--- src/rtl/phase_accumulator.sv ---
// ---------------------------------------------------------------------------
// phase_accumulator
//
// Numerically controlled oscillator core. A wide phase accumulator advances
// once per internal sample tick by the active increment; its top 8 bits form
// the subsample_phase ramp that feeds the waveform shapers. New increments
// arrive through a valid/ready handshake and are committed on a tick
// boundary. Hard sync zeroes the phase on the next tick.
//
// Optional feature (macro PHASE_GLIDE_EN): instead of switching immediately,
// the active increment slews toward the requested value by GLIDE_STEP per
// tick. With the macro undefined, GLIDE_STEP is not used.
//
// Parameters:
//   ACC_W      accumulator width (>= 8, >= INC_W)
//   INC_W      phase increment width, zero-extended into the accumulator
//   DIV        clk cycles per sample tick (>= 2)
//   GLIDE_STEP per-tick slew of the active increment (glide build only)
//
// Ports:
//   clk             clock
//   rst_n           asynchronous active-low reset
//   enable          1 = prescaler runs; 0 = prescaler, accumulator, glide hold
//   inc_in          requested phase increment
//   inc_valid       inc_in is valid
//   inc_ready       block can accept a new increment
//   sync            hard-sync request, applied at the next tick
//   subsample_phase top 8 bits of the accumulator
//   phase_wrap      one-cycle pulse on accumulator carry-out
//   sample_tick     one-cycle pulse every DIV enabled cycles
// ---------------------------------------------------------------------------
module phase_accumulator #(
  parameter int ACC_W = 24,
  parameter int INC_W = 16,
  parameter int DIV = 250,
  parameter logic [15:0] GLIDE_STEP = 16'h0010
) (
  input  logic             clk,
  input  logic             rst_n,
  input  logic             enable,
  input  logic [INC_W-1:0] inc_in,
  input  logic             inc_valid,
  output logic             inc_ready,
  input  logic             sync,
  output logic [7:0]       subsample_phase,
  output logic             phase_wrap,
  output logic             sample_tick
);

  localparam int CNT_W = (DIV > 1) ? $clog2(DIV) : 1;
  localparam logic [CNT_W-1:0] CNT_LAST = CNT_W'(DIV - 1);

`ifdef PHASE_GLIDE_EN
  typedef enum logic [1:0] {ST_READY, ST_PENDING, ST_GLIDING} state_t;
`else
  typedef enum logic [1:0] {ST_READY, ST_PENDING} state_t;
`endif

  state_t             state;
  logic [CNT_W-1:0]   presc_cnt;
  logic [ACC_W-1:0]   acc;
  logic [INC_W-1:0]   inc_active;
  logic [INC_W-1:0]   inc_pend;
  logic               sync_pend;

  logic               tick;
  logic               sync_now;
  logic [ACC_W:0]     sum_ext;

  assign tick     = enable && (presc_cnt == CNT_LAST);
  // A sync arriving on the tick cycle itself must take effect on that tick.
  assign sync_now = sync_pend || sync;
  assign sum_ext  = {1'b0, acc} + (ACC_W+1)'(inc_active);

  assign subsample_phase = acc[ACC_W-1:ACC_W-8];

  // Prescaler: counts only while enabled and wraps on the tick.
  always_ff @(posedge clk or negedge rst_n) begin
    if (!rst_n) begin
      presc_cnt <= '0;
    end else if (enable) begin
      if (tick) presc_cnt <= '0;
      else      presc_cnt <= presc_cnt + CNT_W'(1);
    end
  end

  // Accumulator and strobes. The add uses inc_active as held before this
  // edge, so a freshly transferred increment first shows on the next tick.
  always_ff @(posedge clk or negedge rst_n) begin
    if (!rst_n) begin
      acc         <= '0;
      phase_wrap  <= 1'b0;
      sample_tick <= 1'b0;
      sync_pend   <= 1'b0;
    end else begin
      sample_tick <= tick;
      phase_wrap  <= 1'b0;
      if (tick) begin
        sync_pend <= 1'b0;
        if (sync_now) begin
          acc <= '0;
        end else begin
          acc        <= sum_ext[ACC_W-1:0];
          phase_wrap <= sum_ext[ACC_W];
        end
      end else if (sync) begin
        sync_pend <= 1'b1;
      end
    end
  end

`ifdef PHASE_GLIDE_EN
  localparam logic [INC_W-1:0] STEP = INC_W'(GLIDE_STEP);

  logic [INC_W-1:0] inc_target;
  logic             glide_up;
  logic [INC_W-1:0] glide_diff;

  assign glide_up   = inc_target > inc_active;
  assign glide_diff = glide_up ? (inc_target - inc_active) : (inc_active - inc_target);
`endif

  // Increment handshake FSM. inc_ready is registered alongside the state so
  // it drops on the accepting edge and rises on the committing tick.
  always_ff @(posedge clk or negedge rst_n) begin
    if (!rst_n) begin
      state      <= ST_READY;
      inc_ready  <= 1'b1;
      inc_pend   <= '0;
      inc_active <= '0;
`ifdef PHASE_GLIDE_EN
      inc_target <= '0;
`endif
    end else begin
      unique case (state)
        ST_READY: begin
          // An accept coinciding with a tick waits for the following tick.
          if (inc_valid) begin
            inc_pend  <= inc_in;
            inc_ready <= 1'b0;
            state     <= ST_PENDING;
          end
        end
        ST_PENDING: begin
          if (tick) begin
`ifdef PHASE_GLIDE_EN
            inc_target <= inc_pend;
            state      <= ST_GLIDING;
`else
            inc_active <= inc_pend;
            inc_ready  <= 1'b1;
            state      <= ST_READY;
`endif
          end
        end
`ifdef PHASE_GLIDE_EN
        ST_GLIDING: begin
          // Sync has no effect here; only ticks move the glide along.
          if (tick) begin
            if (glide_diff <= STEP) begin
              inc_active <= inc_target;
              inc_ready  <= 1'b1;
              state      <= ST_READY;
            end else if (glide_up) begin
              inc_active <= inc_active + STEP;
            end else begin
              inc_active <= inc_active - STEP;
            end
          end
        end
`endif
        default: begin
          inc_ready <= 1'b1;
          state     <= ST_READY;
        end
      endcase
    end
  end

endmodule

--- config.mk ---
export PLATFORM = sky130hd
export DESIGN_NAME = phase_accumulator
export DESIGN_NICKNAME = d
export VERILOG_FILES = /design/src/rtl/phase_accumulator.sv
export SDC_FILE = /design/constraint.sdc
export NUM_CORES = 1
export LEC_CHECK = 0
export CORE_MARGIN = 10
export CORE_UTILIZATION = 50
export CTS_CLUSTER_DIAMETER = 100
export DETAILED_ROUTE_END_ITERATION = 6
export PLACE_DENSITY = 0.73
export REMOVE_ABC_BUFFERS = 1
export SLEW_MARGIN = 20
export SYNTH_ARGS = -nofsm -noshare
export SYNTH_HDL_FRONTEND = slang
export SYNTH_SLANG_ARGS = --single-unit
--- constraint.sdc ---
create_clock -name clk -period 2.4 [get_ports clk]
set_clock_uncertainty 0.1 [all_clocks]
set_input_delay 0.24 -clock clk [delete_from_list [all_inputs] [get_ports clk]]
set_output_delay 0.24 -clock clk [all_outputs]
set_load 0.1 [all_outputs]
==> flow_summary.yaml <==
setup_path:
  cpPeakStageDelay_ns: 0.40
  endpoint_kind: "register"
  reg2reg_from: "acc[0]"
  ff2ff_path_depth: 8
  r2r_slack_ns: 0.05
  rr_endpoint: "acc[18]"
  startpoint_type: "register"
  worstPathRequired_ns: 2.53
  critPathArrivalTime_ns: 2.48
  path_class: "register to register"
  crit_chain: "ha_2 > fa_2 > a211oi_4 > o21bai_4 > a41o_4 > a31oi_4 > or4_1 > nand3_1"
  worst_path_max_delay_cell: "dfrtp_1"
  crit_fanout: 5
global_routing:
  grt_antenna_before_repair: 0
  grt_max_degree: 70
  grt_overflow_total: 0
  grt_pass1_vias: 3023
  grt_use_met2: 0.240
  busiest_layer: "met2"
  grt.total_usage: 0.151
  met1_usage: 0.191
  grt_pass1_wl_mm: 14.1
  use_met3: 0.0383
synth:
  synth_area_um2: 3770
  ys_ff_latch: 69
  synth_area_leader_cell: "dfrtp_1"
  yosysTopAreaCellShare: 0.452
  synth_cells: 356
  async_flop_share: 1.00
  postSynthAreaPerCell_um2: 10.6
  yosysUniqueCellTypes: 61
  synth_ff_type: "dfrtp_1"
  synth_seq_area_share: 0.458
  synth_edf_count: 0
  synthTopCellsByArea: "dfrtp_1 (45%), mux2_2 (10%), ha_1 (6.0%)"
  ys.warnings.count: 0
sta:
  fmax_ghz: 0.425
  min_period_ns: 2.35
  hold_viol: 0
  final.period_utilization: 0.979
  maxSlewViolCount: 0
  worst_pin_slew_ns: 0.374
  slew_headroom: 0.744
  setup_viol: 0
  finalSetupTns_ns: 0
placed_design:
  dp_hpwl_mm: 5.80
  numPortBuffers: 31
  gp_congestion: 0.899
layout:
  drive_gt1_frac: 0.302
  fin_nets: 455
  n_antenna_cell: 0
  fill_cells: 604
  fin_util: 0.642
  syn2layout_area_growth_pct: 24.3
die:
  core_um2: 7290
  io_pins: 32
  fp.dieArea_um2: 11400
  die_y_um: 107
  fp-row-count: 31
  initial_core_util: 0.517
  die_w_um: 107
worst_hold_path:
  min_path_type: "input port to asynchronous set/reset pin"
flow_run:
  maxCapViolCount: 0
detailed_routing:
  drc: 0
  ant_nets: 0
  wire_per_inst_um: 16.4
  drtIter0Drc: 145
  first_pass_iters: 4
  vias_per_cell: 5.70
  vias: 2956
  drt_wl_total_mm: 8.52
pwr:
  p_seq_frac: 0.558
  intPower_mw: 1.93
  clock_power_share: 0.331
  p_per_area_nw_per_um2: 548
  switching_share: 0.249
  power.share.combinational: 0.111
  leakagePower_nw: 2.10
  p_sw_mw: 0.640
  vdd_drop_max_mv: 0.294
clocking:
  htree_levels: 3
  cts.path.max_buffers: 2
  cts_tree: "done"
  clk_pin_slew_ns: 0.08
  cts.sinks: 69
  root_buffer: "clkbuf_8"
  cts_inserted_buffers: 9
  clkLatencyLatePin_ns: 0.35
run_status:
  status: "finished clean"
==> worst max path at each step <==
stage,from,to,slack [ns],depth (start not counted)
2_1_floorplan,acc[0],acc[12],-0.07,8
3_3_place_gp,acc[0],acc[12],-0.03,8
3_5_place_dp,acc[0],acc[14],-0.08,9
4_1_cts,acc[0],acc[20],0.02,8
5_1_grt,inc_active[0],acc[18],-0.03,8
6_report,acc[0],acc[18],0.05,8
==> flip-flops by register name (all words and copies together), names as in the netlist <==
name         flops
sample_tick      1
inc_ready        1
inc_active      16
state            1
presc_cnt        8
phase_wrap       1
sync_pend        1
acc             24
inc_pend        16
==> synth_stat cells (3+ instances only) <==
cell type / number
xnor2_1: 4
and3_1: 9
nand2b_1: 5
a21oi_1: 14
xor2_1: 6
buf_4: 10
ha_1: 18
a21o_1: 5
and2_1: 5
a2111oi_0: 3
nor3_1: 4
nor2_1: 20
nand4_1: 6
mux2_2: 34
a31oi_1: 3
or3_1: 4
nand3_1: 14
nor2b_1: 3
buf_2: 4
nand2_1: 36
or4_1: 3
clkbuf_1: 5
inv_1: 4
dfrtp_1: 68
o31ai_1: 8
o21ai_0: 14
o211ai_1: 3
==> layer usage <==
metal  vias up  part of all wire
met4         0             0.014
met3        11             0.035
met5         -                 0
met1      1479              0.46
met2        55              0.49
li1       1411                 -
==> cell families after synthesis <==
kind of cell / Yosys count / synth area share
adder cells (fa/ha/maj): 19 / 0.0651
XOR/XNOR: 10 / 0.0232
buffers and inverters: 27 / 0.0408
AND/OR/NAND/NOR: 119 / 0.158
multiplexers: 36 / 0.107
AO/OA/AOI/OAI: 76 / 0.147
flip-flops: 69 / 0.459
==> power groups by stage <==
stage          Sequential [mW]  Clock (mW)  Combinational, mW
2_1_floorplan             1.42           0              0.196
3_3_place_gp              1.44           0              0.274
3_5_place_dp              1.45           0              0.288
4_1_cts                   1.43       0.870              0.293
5_1_grt                   1.45       0.930              0.329
6_report                  1.43       0.849              0.286
==> repair_timing <==
item / CTS / global route
hold buffers: 1 / 0
pin swaps: 5 / 12
setup endpoints to repair: 7 / 13
setup buffers: 2 / 8
gates cloned: 1 / 0
gates resized for setup: 6 / 22
hold endpoints to repair: 68 / 0
==> stage by stage <==
step	cells	hold WS (ns)	setup WS, ns	total power, mW	cell area [um^2]
after CTS	511	0.355	0.0221	2.59	4490
after floorplan	334	-0.156	-0.0736	1.62	3640
final	519	0.340	0.0494	2.57	4680
after global placement	491	0.191	-0.0291	1.72	4250
after global routing	519	0.379	-0.0309	2.71	4680
after detailed placement	491	0.195	-0.0806	1.74	4250
==> worst max-delay path, delay by kind of cell, from the launching register on <==
kind            cells  cell delay [ns]
compound gates      4             0.95
fa+ha+maj           2             0.58
flops               1             0.40
simple gates        2             0.21
==> area by class of cell <==
cell class | count | area (um^2) | area share
flip-flops and latches | 69 | 1730 | 0.369
clock inverters | 1 | 5.00 | 0.00107
repair buffers | 69 | 578 | 0.123
multi-input cells | 261 | 2060 | 0.440
inverters | 5 | 21.3 | 0.00454
clock buffers | 15 | 166 | 0.0355
well taps | 99 | 124 | 0.0264
==> cells in the final DEF (no fill, tap or decap), types with 3 or more instances in the layout <==
master	synthesis	final
nor2b_1	3	3
a21oi_1	14	14
ha_4	0	5
ha_1	18	11
xnor2_1	4	4
and3_1	9	9
a31oi_1	3	3
nand2_1	36	36
or3_1	4	4
xor2_1	6	6
inv_1	4	4
clkdlybuf4s50_1	0	19
nand4_1	6	6
or4_1	3	3
and2_1	5	5
dfrtp_1	68	68
nand2b_1	5	5
mux2_2	34	34
buf_4	10	47
clkbuf_1	5	4
o21ai_0	14	13
nor3_1	4	4
o31ai_1	8	6
a21o_1	5	5
clkbuf_8	0	11
nor2_1	20	19
o211ai_1	3	3
nand3_1	14	14
No activity file was read; power rests on OpenSTA's default activity.
